[src/rtl/fc_argmax_if.sv]
// Score bus between the FC controller and the argmax comparator.
// Carries the start/hold request, ten scores, the winning index and done.
interface fc_argmax_if #(
  parameter int DATA_WIDTH = 16
);
  logic                  enable;
  logic [DATA_WIDTH-1:0] Arr0;
  logic [DATA_WIDTH-1:0] Arr1;
  logic [DATA_WIDTH-1:0] Arr2;
  logic [DATA_WIDTH-1:0] Arr3;
  logic [DATA_WIDTH-1:0] Arr4;
  logic [DATA_WIDTH-1:0] Arr5;
  logic [DATA_WIDTH-1:0] Arr6;
  logic [DATA_WIDTH-1:0] Arr7;
  logic [DATA_WIDTH-1:0] Arr8;
  logic [DATA_WIDTH-1:0] Arr9;
  logic [3:0]            result;
  logic                  done;

  modport master (
    output enable,
    output Arr0, Arr1, Arr2, Arr3, Arr4,
    output Arr5, Arr6, Arr7, Arr8, Arr9,
    input  result,
    input  done
  );

  modport slave (
    input  enable,
    input  Arr0, Arr1, Arr2, Arr3, Arr4,
    input  Arr5, Arr6, Arr7, Arr8, Arr9,
    output result,
    output done
  );
endinterface

[src/rtl/fc_argmax_comparator.sv]
// Sequential argmax over ten signed FC scores, one compare per clock.
// Lowest index wins ties; done holds until enable is withdrawn.
module fc_argmax_comparator #(
  parameter int DATA_WIDTH = 16
) (
  input  logic      clk,
  input  logic      reset,
  fc_argmax_if.slave bus
);

  localparam logic [1:0] IDLE = 2'd0;
  localparam logic [1:0] SCAN = 2'd1;
  localparam logic [1:0] DONE = 2'd2;

  typedef logic signed [DATA_WIDTH-1:0] score_t;

  logic [1:0] state_q, state_d;
  score_t     cap_q [10];
  score_t     cap_d [10];
  score_t     arr_in [10];
  score_t     best_val_q, best_val_d;
  logic [3:0] best_idx_q, best_idx_d;
  logic [3:0] cnt_q, cnt_d;
  logic [3:0] result_q, result_d;
  logic       done_q, done_d;
  score_t     cur;
  logic       gt;
  logic [3:0] win_idx;

  always_comb begin
    arr_in[0] = bus.Arr0;
    arr_in[1] = bus.Arr1;
    arr_in[2] = bus.Arr2;
    arr_in[3] = bus.Arr3;
    arr_in[4] = bus.Arr4;
    arr_in[5] = bus.Arr5;
    arr_in[6] = bus.Arr6;
    arr_in[7] = bus.Arr7;
    arr_in[8] = bus.Arr8;
    arr_in[9] = bus.Arr9;
  end

  // Counter is held in 1..9 while scanning, so the mux never sees 10..15.
  always_comb begin
    cur = cap_q[0];
    for (int k = 1; k < 10; k++) begin
      if (cnt_q == 4'(k)) cur = cap_q[k];
    end
  end

  assign gt      = cur > best_val_q;
  assign win_idx = gt ? cnt_q : best_idx_q;

  always_comb begin
    state_d    = state_q;
    cap_d      = cap_q;
    best_val_d = best_val_q;
    best_idx_d = best_idx_q;
    cnt_d      = cnt_q;
    result_d   = result_q;
    done_d     = done_q;
    unique case (state_q)
      IDLE: begin
        done_d = 1'b0;
        if (bus.enable) begin
          cap_d      = arr_in;
          best_val_d = arr_in[0];
          best_idx_d = 4'd0;
          cnt_d      = 4'd1;
          state_d    = SCAN;
        end
      end
      SCAN: begin
        if (!bus.enable) begin
          state_d = IDLE;
          done_d  = 1'b0;
        end else begin
          if (gt) begin
            best_val_d = cur;
            best_idx_d = cnt_q;
          end
          if (cnt_q == 4'd9) begin
            result_d = win_idx;
            done_d   = 1'b1;
            state_d  = DONE;
          end else begin
            cnt_d = cnt_q + 4'd1;
          end
        end
      end
      DONE: begin
        done_d = 1'b1;
        if (!bus.enable) begin
          done_d  = 1'b0;
          state_d = IDLE;
        end
      end
      default: begin
        state_d = IDLE;
        done_d  = 1'b0;
      end
    endcase
  end

  always_ff @(posedge clk or negedge reset) begin
    if (!reset) begin
      state_q    <= IDLE;
      best_val_q <= '0;
      best_idx_q <= '0;
      cnt_q      <= '0;
      result_q   <= '0;
      done_q     <= 1'b0;
      for (int k = 0; k < 10; k++) cap_q[k] <= '0;
    end else begin
      state_q    <= state_d;
      cap_q      <= cap_d;
      best_val_q <= best_val_d;
      best_idx_q <= best_idx_d;
      cnt_q      <= cnt_d;
      result_q   <= result_d;
      done_q     <= done_d;
    end
  end

  assign bus.result = result_q;
  assign bus.done   = done_q;

endmodule

[src/flat_wrapper.sv]
// flat-port wrapper written by rule: the top's interface ports become plain ports
module fc_argmax_comparator_flat 
#(
  parameter int DATA_WIDTH = 16
)
  (clk, reset, bus_enable, bus_Arr0, bus_Arr1, bus_Arr2, bus_Arr3, bus_Arr4, bus_Arr5, bus_Arr6, bus_Arr7, bus_Arr8, bus_Arr9, bus_result, bus_done);
  fc_argmax_if #(.DATA_WIDTH(DATA_WIDTH)) bus_i ();
  input  logic clk;
  input  logic reset;
  input wire logic [$bits(bus_i.enable)-1:0] bus_enable;
  input wire logic [$bits(bus_i.Arr0)-1:0] bus_Arr0;
  input wire logic [$bits(bus_i.Arr1)-1:0] bus_Arr1;
  input wire logic [$bits(bus_i.Arr2)-1:0] bus_Arr2;
  input wire logic [$bits(bus_i.Arr3)-1:0] bus_Arr3;
  input wire logic [$bits(bus_i.Arr4)-1:0] bus_Arr4;
  input wire logic [$bits(bus_i.Arr5)-1:0] bus_Arr5;
  input wire logic [$bits(bus_i.Arr6)-1:0] bus_Arr6;
  input wire logic [$bits(bus_i.Arr7)-1:0] bus_Arr7;
  input wire logic [$bits(bus_i.Arr8)-1:0] bus_Arr8;
  input wire logic [$bits(bus_i.Arr9)-1:0] bus_Arr9;
  output wire logic [$bits(bus_i.result)-1:0] bus_result;
  output wire logic [$bits(bus_i.done)-1:0] bus_done;
  assign bus_i.enable = bus_enable;
  assign bus_i.Arr0 = bus_Arr0;
  assign bus_i.Arr1 = bus_Arr1;
  assign bus_i.Arr2 = bus_Arr2;
  assign bus_i.Arr3 = bus_Arr3;
  assign bus_i.Arr4 = bus_Arr4;
  assign bus_i.Arr5 = bus_Arr5;
  assign bus_i.Arr6 = bus_Arr6;
  assign bus_i.Arr7 = bus_Arr7;
  assign bus_i.Arr8 = bus_Arr8;
  assign bus_i.Arr9 = bus_Arr9;
  assign bus_result = bus_i.result;
  assign bus_done = bus_i.done;
  fc_argmax_comparator #(.DATA_WIDTH(DATA_WIDTH)) u_core (.clk(clk), .reset(reset), .bus(bus_i));
endmodule
[config.mk]
export PLATFORM = sky130hd
export DESIGN_NAME = fc_argmax_comparator_flat
export DESIGN_NICKNAME = d
export VERILOG_FILES = /design/src/rtl/fc_argmax_if.sv /design/src/rtl/fc_argmax_comparator.sv /design/src/flat_wrapper.sv
export SDC_FILE = /design/constraint.sdc
export NUM_CORES = 1
export LEC_CHECK = 0
export CAP_MARGIN = 0
export CORE_MARGIN = 5
export CORE_UTILIZATION = 40
export CTS_CLUSTER_SIZE = 14
export DETAILED_ROUTE_END_ITERATION = 8
export PLACE_DENSITY = 0.66
export SYNTH_ARGS = -nofsm -noshare
export SYNTH_HDL_FRONTEND = slang
export SYNTH_SLANG_ARGS = --single-unit
[constraint.sdc]
create_clock -name clk -period 5.7 [get_ports clk]
set_input_delay 0.57 -clock clk [delete_from_list [all_inputs] [get_ports clk]]
set_output_delay 0.57 -clock clk [all_outputs]
set_load 0.02 [all_outputs]
======== Word-level counts from Yosys, hierarchy flattened ========
Cells that the tools add are included.
storage, ports and cells
  bits in registers ....................... 191
  logic and storage cells ................. 73
  bits of input ports ..................... 163
cells by class
  reduce and logical (&&, ||, !) cells .... 8
  mux-type cells .......................... 30
  add/subtract/negate cells ............... 1
  $lt $le $gt $ge ......................... 1
  eq/ne operators ......................... 17
operators with widths
  kind                 count
  $mux 16              12
  $pmux 16 s2          1
  $mux 4               6
  $eq 4x3->1 const B   4
  $gt 16x16->1         1
  $pmux 4 s2           2
  $reduce_and 3->1     3
  $eq 4x2->1 const B   2
  $eq 4x4->1 const B   2
  $mux 2               4
  $ne 2x2->1 const B   4
  $reduce_and 4->1     2
  $pmux 2 s3           1
  $add 4x1->4 const B  1
  $eq 4x1->1 const B   1
  $mux 1               3
  $ne 3x2->1 const B   1
  $eq 2x1->1 const B   1
  $eq 2x2->1 const B   1
  $logic_not 2->1      1
  $ne 2x1->1 const B   1
  $pmux 1 s2           1
  $reduce_and 2->1     1
  $reduce_bool 2->1    1

======== Logic depth before layout (Yosys ltp) ========
Gate-level depths: netlist of run 1.
  word-level depth ........................ 14
  gate-level depth with buffers ........... 21
  gate-level depth less buffers ........... 17

======== Worst setup path after synthesis of run 1 ========
Ideal clock, no wire load.
  kind .................................... reg2reg
  start point ............................. reg u_core.cnt_q[0]
  end point ............................... reg u_core.best_val_q[10]
  slack ................................... 1931 ps
  library setup time ...................... 135 ps
  data arrival time ....................... 3635 ps
  required time ........................... 5565 ps
  cell stages (with the launch flop) ...... 18
  cell sequence ........................... dfrtp_1 > inv_1 > ha_1 > clkbuf_1 > and2_1 > clkbuf_1 > buf_2 > buf_1 > a21oi_1 > a21oi_1 > ha_1 > a21oi_1 > o21ai_0 > a211oi_1 > a21oi_1 > o21ai_1 > clkbuf_1 > o31ai_1
on the way
  longest elaborated chain between the ends .. 13
  elaborated cells on any way between the ends .. 24
ends and longest elaborated chain
  what                                                              line                                                    RTL
  from (decl)                                                       fc_argmax_comparator.sv:23                              logic [3:0] cnt_q, cnt_d;
  from (signal assigned)                                            fc_argmax_comparator.sv:119                             cnt_q <= cnt_d;
  $eq 4x1->1                                                        fc_argmax_comparator.sv:47                              if (cnt_q == 4'(k)) cur = cap_q[k];
  $mux 16 (8 in a row)                                              fc_argmax_comparator.sv:47
  $mux 16 (*)                                                       fc_argmax_comparator.sv:47
  $gt 16x16->1 / $mux 16 (equally long branches)                    fc_argmax_comparator.sv:51, fc_argmax_comparator.sv:78
  $ne 2x1->1 (no line) / $mux 16 (equally long branches)            n/a
  $reduce_and 4->1 (no line) / $pmux 16 s2 (equally long branches)  n/a
  to (signal assigned)                                              fc_argmax_comparator.sv:117                             best_val_q <= best_val_d;
  to (decl)                                                         fc_argmax_comparator.sv:21                              score_t best_val_q, best_val_d;
Mark *: on every way between the ends. The rest lies on a longest branch, timed or not. The select of a mux whose other input is x is not followed.
A chain may end at the register's enable or synchronous reset.

======== Worst setup path in the final report of run 1 ========
  start point ............................. reg u_core.cnt_q[1]
  end point ............................... reg u_core.best_val_q[9]
The elaborated chain is that of the path after synthesis.

==> results of run 1 <==
## routing by layer
metal / share of wire / GRT usage / vias up
met4: 0.020 / 0.0477 / 2
met5: 0.00039 / 0 / -
met2: 0.46 / 0.314 / 278
li1: - / - / 3577
met1: 0.45 / 0.276 / 3726
met3: 0.065 / 0.0502 / 40
## placed cells by master (no fill, tap or decap), types with 4 or more instances in the layout
| cell | synthesis | layout |
|---|---|---|
| clkbuf_16 | 0 | 17 |
| o31ai_1 | 15 | 15 |
| buf_4 | 6 | 20 |
| nor4_1 | 13 | 13 |
| o32ai_1 | 14 | 14 |
| o211ai_1 | 6 | 6 |
| dfrtp_1 | 191 | 191 |
| nor2b_1 | 4 | 4 |
| inv_1 | 24 | 24 |
| ha_1 | 23 | 23 |
| nor2_1 | 59 | 59 |
| a211oi_1 | 16 | 16 |
| o21ai_0 | 24 | 24 |
| nand2b_1 | 30 | 30 |
| or2_2 | 4 | 4 |
| a21oi_1 | 100 | 100 |
| a21oi_2 | 8 | 8 |
| nand3_1 | 15 | 15 |
| o22ai_1 | 16 | 16 |
| a311oi_1 | 13 | 13 |
| nand2_1 | 52 | 51 |
| mux2_2 | 161 | 161 |
| clkdlybuf4s50_1 | 0 | 166 |
## stage by stage
step                total power [mW]  utilization
floorplan                       5.14            -
global placement                6.21        0.484
detailed placement              6.24        0.484
CTS                             7.51        0.509
global route                    8.03        0.509
finish                          7.50        0.509
## worst paths after layout
path,startpoint,to,slack (ps),cells past startpoint
hold reg to reg,u_core.best_val_q[11],u_core.best_val_q[11],480,2
max in group asynchronous,reset,u_core.bus.result[2],4010,2
setup / recovery,u_core.cnt_q[1],u_core.best_val_q[9],1050,18
setup reg to reg,u_core.cnt_q[1],u_core.best_val_q[9],1050,18
min in group clk,u_core.best_val_q[11],u_core.best_val_q[11],480,2
hold / removal,reset,u_core.cap_q[126],190,1
## power by group through the flow
stage	clock [mW]	sequential (mW)	combinational, mW
after CTS	1.27	2.51	3.73
after floorplan	0	2.33	2.82
after global routing	1.32	2.58	4.13
after detailed placement	0	2.53	3.71
after global placement	0	2.52	3.69
final	1.25	2.52	3.73
## synthesized netlist by cell type (3+ instances only)
| library cell | instances |
|---|---|
| o32ai_1 | 14 |
| dfrtp_1 | 191 |
| a211oi_1 | 16 |
| o22ai_1 | 16 |
| a21oi_1 | 100 |
| inv_1 | 24 |
| nor2b_1 | 4 |
| buf_2 | 12 |
| nand2_1 | 52 |
| nand2b_1 | 30 |
| and4_1 | 3 |
| a22oi_1 | 3 |
| nor2_1 | 59 |
| o21ai_0 | 24 |
| buf_1 | 7 |
| nor4_1 | 13 |
| clkbuf_1 | 39 |
| mux2_2 | 161 |
| o31ai_1 | 15 |
| o221ai_1 | 3 |
| o211ai_1 | 6 |
| buf_4 | 6 |
| nand3_1 | 15 |
| a311oi_1 | 13 |
| buf_6 | 4 |
| a21oi_2 | 8 |
| ha_1 | 23 |
| or2_2 | 4 |
| nor3_1 | 3 |
## flip-flops by register name, summed over array words and instances (netlist names)
signal	flops
u_core.cap_q	160
u_core.best_val_q	16
u_core.best_idx_q	4
u_core.bus.result	4
u_core.cnt_q	4
u_core.state_q	2
u_core.bus.done	1
## layout make-up
class,count,area (um2),share of cell area
Clock buffer,21,450,0.0365
Clock inverter,11,154,0.0125
Inverter,25,93.8,0.00760
Multi-Input combinational cell,626,4640,0.376
Sequential cell,191,4780,0.387
Tap cell,324,405,0.0328
Timing Repair Buffer,187,1820,0.148
## logic make-up after synthesis
logic type,after synthesis,synth area share
buf+inv,94,0.0429
fa+ha+maj,23,0.0293
simple gates,197,0.0977
flops,191,0.486
compound gates,242,0.157
mux,163,0.186
xor+xnor,1,0.000890
==> metrics.txt, run 1 <==
Core ar. 24200 um2; relative slew slack 0.345; Final WS setup 1050 ps; Hold WS 193 ps; share of layout cells above drive strength 1 0.217; CP most frequent cell a21oi_1; Max Fanout on Critical Path 15; status completed; Startpoint Class register; Synth cell types 60; via count 7623; H-tree lvl count 4; arrival time worst endpoint 4970 ps; HPWL Detailed 21000 um; DR iter-0 viols 663; Tmin final 4650 ps; Max Clock Freq 215 MHz; Worst Path Buf+Inv 2; CP required 6020 ps; Min-Delay Path Class input port to async pin; CTS tree yes; Placed Cells 1353; worst-margin pin slew 982 ps; Fin Setup TNS 0 ps; EDFF count, synth 0; Post-Syn Nets 1097; TritonCTS Buffers 17; kind of critical path register to register; fill cell count 2228; cts hold-fix bufs 0; CP Capture Type register; post-CTS resize count 0; Seq/Total Area, Yosys 0.486; Clock transition at path regs 70 ps; post-layout net count 1234; number of synthesized register bits 191; Post-DP Area 11700 um2; final slew viol count 0; final wirelength 28100 um; port bufs 167; cell area after layout 12400 um2; number of setup buffers added after CTS 0; Cells after Synth 911; Core Rows 57; synthesis warning total 0; Num Clock Sinks 191; top post-synthesis cells by area dfrtp_1 49%, mux2_2 18%, a21oi_1 5.1%; Setup Skew 11.8 ps; Net Sw Frac 0.402; gr usage total 0.199; Comb pwr share 0.498; Post-DRT Antenna Nets 0; routability cong. 0.919; global route overflow 0; routed vias/inst 5.50; maximum VDD drop 0.000293 V; vias in the first global route 7750; Synth top area share 0.486; Tcrit/Tclk final 0.816; Sequential Power Share 0.336; Fin. Hold Viols 0; maximum buffer depth of the clock tree 2; Area growth syn-to-layout 25.5%; dpl ws 1180 ps; IO Pins 168; Synth area leader dfrtp_1; Leak 4.98 nW; Clock Latency Late Sink 440 ps; Starting Density 0.406; Avg WL per Cell 20.3 um; # diodes 0; syn avg cell area 10.8 um2; largest net degree at the start of global routing 90; initial antenna violation count 1; clock share of power 0.167; ys async rst share 1.00; RSZ-0062 raised after global routing no; switching power 3.02 mW; DRC 0; die height 167 um; die area 27800 um2; CTS Root Buffer Type clkbuf_16; Setup violations, final 0; Max-cap violations 0; Pint 4.49 mW; first-pass GRT wire length 43700 um; slowest stage delay, CP 470 ps; CP max-delay cell ha_1; DR pass1 iterations 6; worst-path cell chain inv_1 > ha_1 > or2_1 > a21oi_1 > nor4_1 > nor2_1 > a311oi_1 > a21oi_1 > a21oi_1 > ha_1 > nor2b_1 > o211ai_1 > a211o_1 > a21oi_1 > o21bai_1 > buf_4 > or3_1 > o211a_1; Chip Width 167 um; mapped cell area 9840 um2; Post-synth top flop dfrtp_1; non-filler cells, final 1385; Pwr per Cell Area 607 nW/um2; Crit path max-delay family compound AO/OA/AOI/OAI gates
No activity file was read; power rests on OpenSTA's default activity.
==> inputs of run 2 (changes only) <==
PLACE_DENSITY = 0.68   (was 0.66)
clock period = 4.2 ns   (was 5.7 ns; I/O delays follow)
==> metrics.txt, run 2 (synthesis gave the netlist of run 1 again) <==
final slew viol count 0 (unchanged); Tmin final 4020 ps (-633 ps); final wirelength 28900 um (+2.8%); Area growth syn-to-layout 28.2%; CTS Root Buffer Type clkbuf_16; Leak 5.10 nW (+2.5%); share of layout cells above drive strength 1 0.249 (+0.0321); Clock transition at path regs 70 ps (about the same); CP required 4500 ps (-1520 ps); Setup Skew 6.95 ps (-4.84 ps); post-layout net count 1254 (+1.6%); Chip Width 167 um (unchanged); Starting Density 0.406 (unchanged); kind of critical path register to register; Largest Register u_core.cap_q; # diodes 0 (unchanged); TritonCTS Buffers 17 (unchanged); DR iter-0 viols 735 (+11%); Max Clock Freq 249 MHz (+16%); Max-cap violations 0 (unchanged); Max Fanout on Critical Path 14 (-1); Setup violations, final 0 (unchanged); maximum buffer depth of the clock tree 2 (unchanged); port bufs 167 (unchanged); non-filler cells, final 1405 (+1.4%); DRC 0 (unchanged); initial antenna violation count 1 (unchanged); DR pass1 iterations 5 (-1); Hold WS 116 ps (-77.2 ps); Startpoint Class register; relative slew slack 0.307 (-0.0386); HPWL Detailed 21700 um (+3.4%); status completed; most frequent cells in the layout 188 x dfrtp_1, 166 x clkdlybuf4s50_1, 161 x mux2_2; Min-Delay Path Class input port to async pin; Final Core Density 0.520 (+0.0107); routed vias/inst 5.64 (+2.4%); largest registers u_core.cap_q x160, u_core.best_val_q x16; first-pass GRT wire length 45300 um (+3.6%); Clock Latency Late Sink 430 ps (about the same); Placed Cells 1371 (+1.3%); global route overflow 0 (unchanged); routability cong. 0.905 (-1.6%); Num Clock Sinks 191 (unchanged); via count 7918 (+3.9%); IO Pins 168 (unchanged); CTS tree yes; Core Rows 57 (unchanged); Avg WL per Cell 20.6 um (+1.3%); cts hold-fix bufs 0 (unchanged); Tcrit/Tclk final 0.956 (+0.141); maximum VDD drop 0.000452 V (+55%); max FFs per register 160 (unchanged); Fin. Hold Viols 0 (unchanged); gr usage total 0.206 (+0.00687); die area 27800 um2 (unchanged); largest net degree at the start of global routing 162 (+80%); Pwr per Cell Area 829 nW/um2 (+36%); die height 167 um (unchanged); H-tree lvl count 4 (unchanged); Post-DRT Antenna Nets 0 (unchanged); Core ar. 24200 um2 (unchanged); worst-margin pin slew 1040 ps (+57.8 ps); arrival time worst endpoint 4320 ps (-650 ps); total power 10.4 mW (+39%); Post-DP Area 11900 um2 (+1.7%); vias in the first global route 8137 (+5.0%); commonest non-fill, non-tap cell in the layout dfrtp_1; CP Capture Type register; cell area after layout 12600 um2 (+2.1%)
run 2: cell types whose count changed in the layout (fill, tap and decap cells not counted), moves of 3 or more:
cell / previous run / this run
a311oi_1: 13 / 10
a311oi_2: 0 / 3
buf_12: 0 / 5
buf_4: 20 / 34
dfrtp_1: 191 / 188
dfrtp_2: 0 / 3
run 2: where the power goes:
group	internal [mW]	switching [mW]	total, mW
combinational	2.55	2.82	5.38
clock	0.868	0.758	1.63
sequential	2.78	0.672	3.45
total	6.20	4.25	10.4
run 2: critical path: stages, from the launching register on:
cell,delay (ps)
dfrtp_2,430
inv_1,90
ha_2,220
inv_1,150
buf_4,220
a21oi_2,90
o32ai_1,330
nor2_1,140
a311oi_1,410
a21oi_1,90
a21oi_1,220
ha_1,250
and4_1,200
o21ai_0,230
a21oi_2,90
o21bai_2,200
buf_6,190
mux2i_1,210
a21oi_1,90
run 2: stage by stage:
| stage | TNS [ps] | worst slack [ps] |
|---|---|---|
| floorplan | 0 | 431 |
| global placement | 0 | 128 |
| detailed placement | 0 | 56.6 |
| CTS | 0 | 32.1 |
| global route | -80.1 | -45.9 |
| finish | 0 | 183 |
run 2: timing repair:
action | in CTS | in global routing
setup endpoints to repair | 0 | 24
buffers inserted | 0 | 2
gates resized for setup | 0 | 19
run 2: final timing paths:
| path | end | depth (start not counted) | slack, ps | startpoint |
|---|---|---|---|---|
| max in group asynchronous | u_core.cap_q[43] | 2 | 3140 | reset |
| max reg2reg | u_core.bus.result[0] | 18 | 180 | u_core.cnt_q[1] |
| max | u_core.bus.result[0] | 18 | 180 | u_core.cnt_q[1] |
| min | u_core.cap_q[124] | 1 | 120 | reset |
| min reg2reg | u_core.best_val_q[7] | 2 | 490 | u_core.best_val_q[7] |
| min in group clk | u_core.best_val_q[7] | 2 | 490 | u_core.best_val_q[7] |
run 2: routing by layer:
metal  share of wire  up-vias  global-route usage  wire length [um]
met2            0.46      337               0.323             13400
met1            0.44     3902               0.282             12600
li1                -     3624                   -                 -
met5         0.00038        -                   0                11
met4           0.027        2              0.0683               771
met3           0.072       53              0.0476              2080
run 2: final cells by class:
class / count / area, um2
Fill cell: 2181 / 11600
Sequential cell: 191 / 4780
Multi-Input combinational cell: 626 / 4700
Timing Repair Buffer: 207 / 2040
Clock buffer: 20 / 457
Tap cell: 324 / 405
Clock inverter: 12 / 125
Inverter: 25 / 97.6
==> inputs of run 3 (changes only) <==
CAP_MARGIN = 20   (was 0)
CORE_ASPECT_RATIO = 1.5   (was unset)
==> metrics.txt, run 3 (synthesis gave the netlist of run 1 again) <==
first-pass GRT wire length 45900 um (+1.5%); TritonCTS Buffers 17 (unchanged); worst-path cell chain inv_1 > ha_2 > or2_1 > buf_4 > a21oi_1 > nor4_2 > nor2_2 > a311oi_2 > a21oi_1 > a21oi_1 > ha_1 > nand3_1 > a211o_1 > a21oi_4 > o21bai_1 > buf_4 > or3_1 > o211a_1; H-tree lvl count 4 (unchanged); Avg WL per Cell 20.7 um (+0.82%); maximum VDD drop 0.000433 V (-4.1%); Core Rows 70 (+23%); Max Fanout on Critical Path 10 (-4); Worst Path Buf+Inv 3 (-1); Tmin final 3970 ps (-50.0 ps); largest net degree at the start of global routing 162 (unchanged); Area growth syn-to-layout 29.1%; fill cell count 2241 (+2.8%); Post-DP Area 12000 um2 (+0.44%); Starting Density 0.404 (-0.00167); CTS Root Buffer Type clkbuf_16; kind of critical path register to register; largest registers u_core.cap_q x160, u_core.best_val_q x16; routability cong. 0.910 (+0.53%); worst reg2reg setup slack 230 ps (+50 ps); worst-margin pin slew 855 ps (-185 ps); # diodes 0 (unchanged); Hold WS -12.1 ps (-128 ps); Pwr per Cell Area 836 nW/um2 (+0.87%); Startpoint Class register; relative slew slack 0.430 (+0.123); Crit path max-delay family compound AO/OA/AOI/OAI gates; global route overflow 0 (unchanged); DRC 0 (unchanged); Largest Register u_core.cap_q; CP Capture Type register; via count 7680 (-3.0%); Fin. Hold Viols 5 (+5); gr usage total 0.210 (+0.00397); die area 27900 um2 (+0.23%); status finished with violations; Setup Skew 11.3 ps (+4.35 ps); Chip Width 138 um (-17%); DR iter-0 viols 483 (-34%); Core ar. 24300 um2 (+0.41%); CP max-delay cell dfrtp_2; Critical Path Source u_core.cnt_q[0]; Reg2Reg Launch Point u_core.cnt_q[0]; Max-cap violations 0 (unchanged); failing checks negative hold slack; final wirelength 29300 um (+1.3%); arrival time worst endpoint 4290 ps (-30 ps); max FFs per register 160 (unchanged); slowest stage delay, CP 450 ps (+20 ps); commonest non-fill, non-tap cell in the layout dfrtp_1; Leak 5.12 nW (+0.40%); CTS tree yes; final slew viol count 0 (unchanged); routed vias/inst 5.44 (-3.4%); port bufs 167 (unchanged); IO Pins 168 (unchanged); cell area after layout 12700 um2 (+0.70%); Max Clock Freq 252 MHz (+1.3%); HPWL Detailed 22300 um (+2.7%); CP most frequent cell a21oi_1; Num Clock Sinks 191 (unchanged); vias in the first global route 8132 (-0.061%); Setup violations, final 0 (unchanged); Clock transition at path regs 70 ps (about the same); DR pass1 iterations 5 (unchanged); share of layout cells above drive strength 1 0.265 (+0.0161); initial antenna violation count 0 (-1); maximum buffer depth of the clock tree 2 (unchanged); Tcrit/Tclk final 0.945 (-0.0119); Post-DRT Antenna Nets 0 (unchanged); CP required 4520 ps (+20 ps); most frequent cells in the layout 188 x dfrtp_1, 166 x clkdlybuf4s50_1, 161 x mux2_2; post-layout net count 1260 (+0.48%); Min-Delay Path Class input port to async pin; Final Core Density 0.522 (+0.00151); die height 202 um (+21%); Clock Latency Late Sink 440 ps (about the same)
==> run 3: cell count changes in the layout (fill, tap and decap cells not counted), moves of 3 or more <==
cell / previous run / this run
a311oi_2: 3 / 9
ha_1: 22 / 19
a311oi_1: 10 / 4
buf_4: 34 / 41
==> run 3: power breakdown <==
group	total, mW	switching (mW)	internal, mW	leakage [nW]
Clock	1.56	0.763	0.796	0.274
Sequential	3.46	0.682	2.78	2.26
Combinational	5.60	2.90	2.70	2.59
Total	10.6	4.34	6.27	5.12
==> run 3: per-layer routing <==
metal | wire length (um) | vias to the layer above | track usage
met3 | 1050 | 48 | 0.0324
met4 | 976 | 0 | 0.0812
met5 | 0 | - | 0
li1 | - | 3643 | -
met1 | 11900 | 3765 | 0.251
met2 | 15400 | 224 | 0.377
==> run 3: timing repair <==
| action | 4_1_cts | 5_1_grt |
|---|---|---|
| hold buffers | 0 | 0 |
| cloned | 0 | 0 |
| pin swaps | 0 | 2 |
| endpoints found under the setup margin | 18 | 24 |
| gates resized for setup | 3 | 30 |
| buffers inserted | 0 | 1 |
==> run 3: worst reg2reg max path, stage by stage, from the launching register on <==
cell      delay, ps
dfrtp_2         450
inv_1           150
ha_2            250
or2_1           180
buf_4           170
a21oi_1          90
nor4_2          310
nor2_2          100
a311oi_2        300
a21oi_1          70
a21oi_1         230
ha_1            210
nand3_1         110
a211o_1         320
a21oi_4         180
o21bai_1         90
buf_4           170
or3_1           340
o211a_1         130
==> run 3: cell type report <==
cell class	instances	area (um2)	share of cell area
clock buffers	18	439	0.0346
well taps	324	405	0.0319
inverters	25	93.8	0.00739
clock inverters	14	120	0.00946
flip-flops and latches	191	4780	0.377
repair buffers	213	2080	0.164
multi-input cells	626	4780	0.376
==> run 3: per-stage QoR <==
stage	hold slack, ps	setup TNS [ps]	std cells	setup WS (ps)	power [mW]
6_report	-12.1	0	1411	233	10.6
5_1_grt	42.9	-25.2	1411	-23.2	11.4
4_1_cts	19.3	-216	1410	-35.5	10.4
3_5_place_dp	468	-1450	1378	-141	8.80
3_3_place_gp	465	-533	1378	-113	8.72
2_1_floorplan	124	0	911	431	6.98
==> run 3: worst paths after layout <==
check,end,cells after the start
setup / recovery,u_core.best_val_q[9],18
hold / removal,u_core.cap_q[93],1
setup reg to reg,u_core.best_val_q[9],18
hold reg to reg,u_core.bus.result[2],2
max in group asynchronous,u_core.cap_q[15],2
min in group clk,u_core.bus.result[2],2
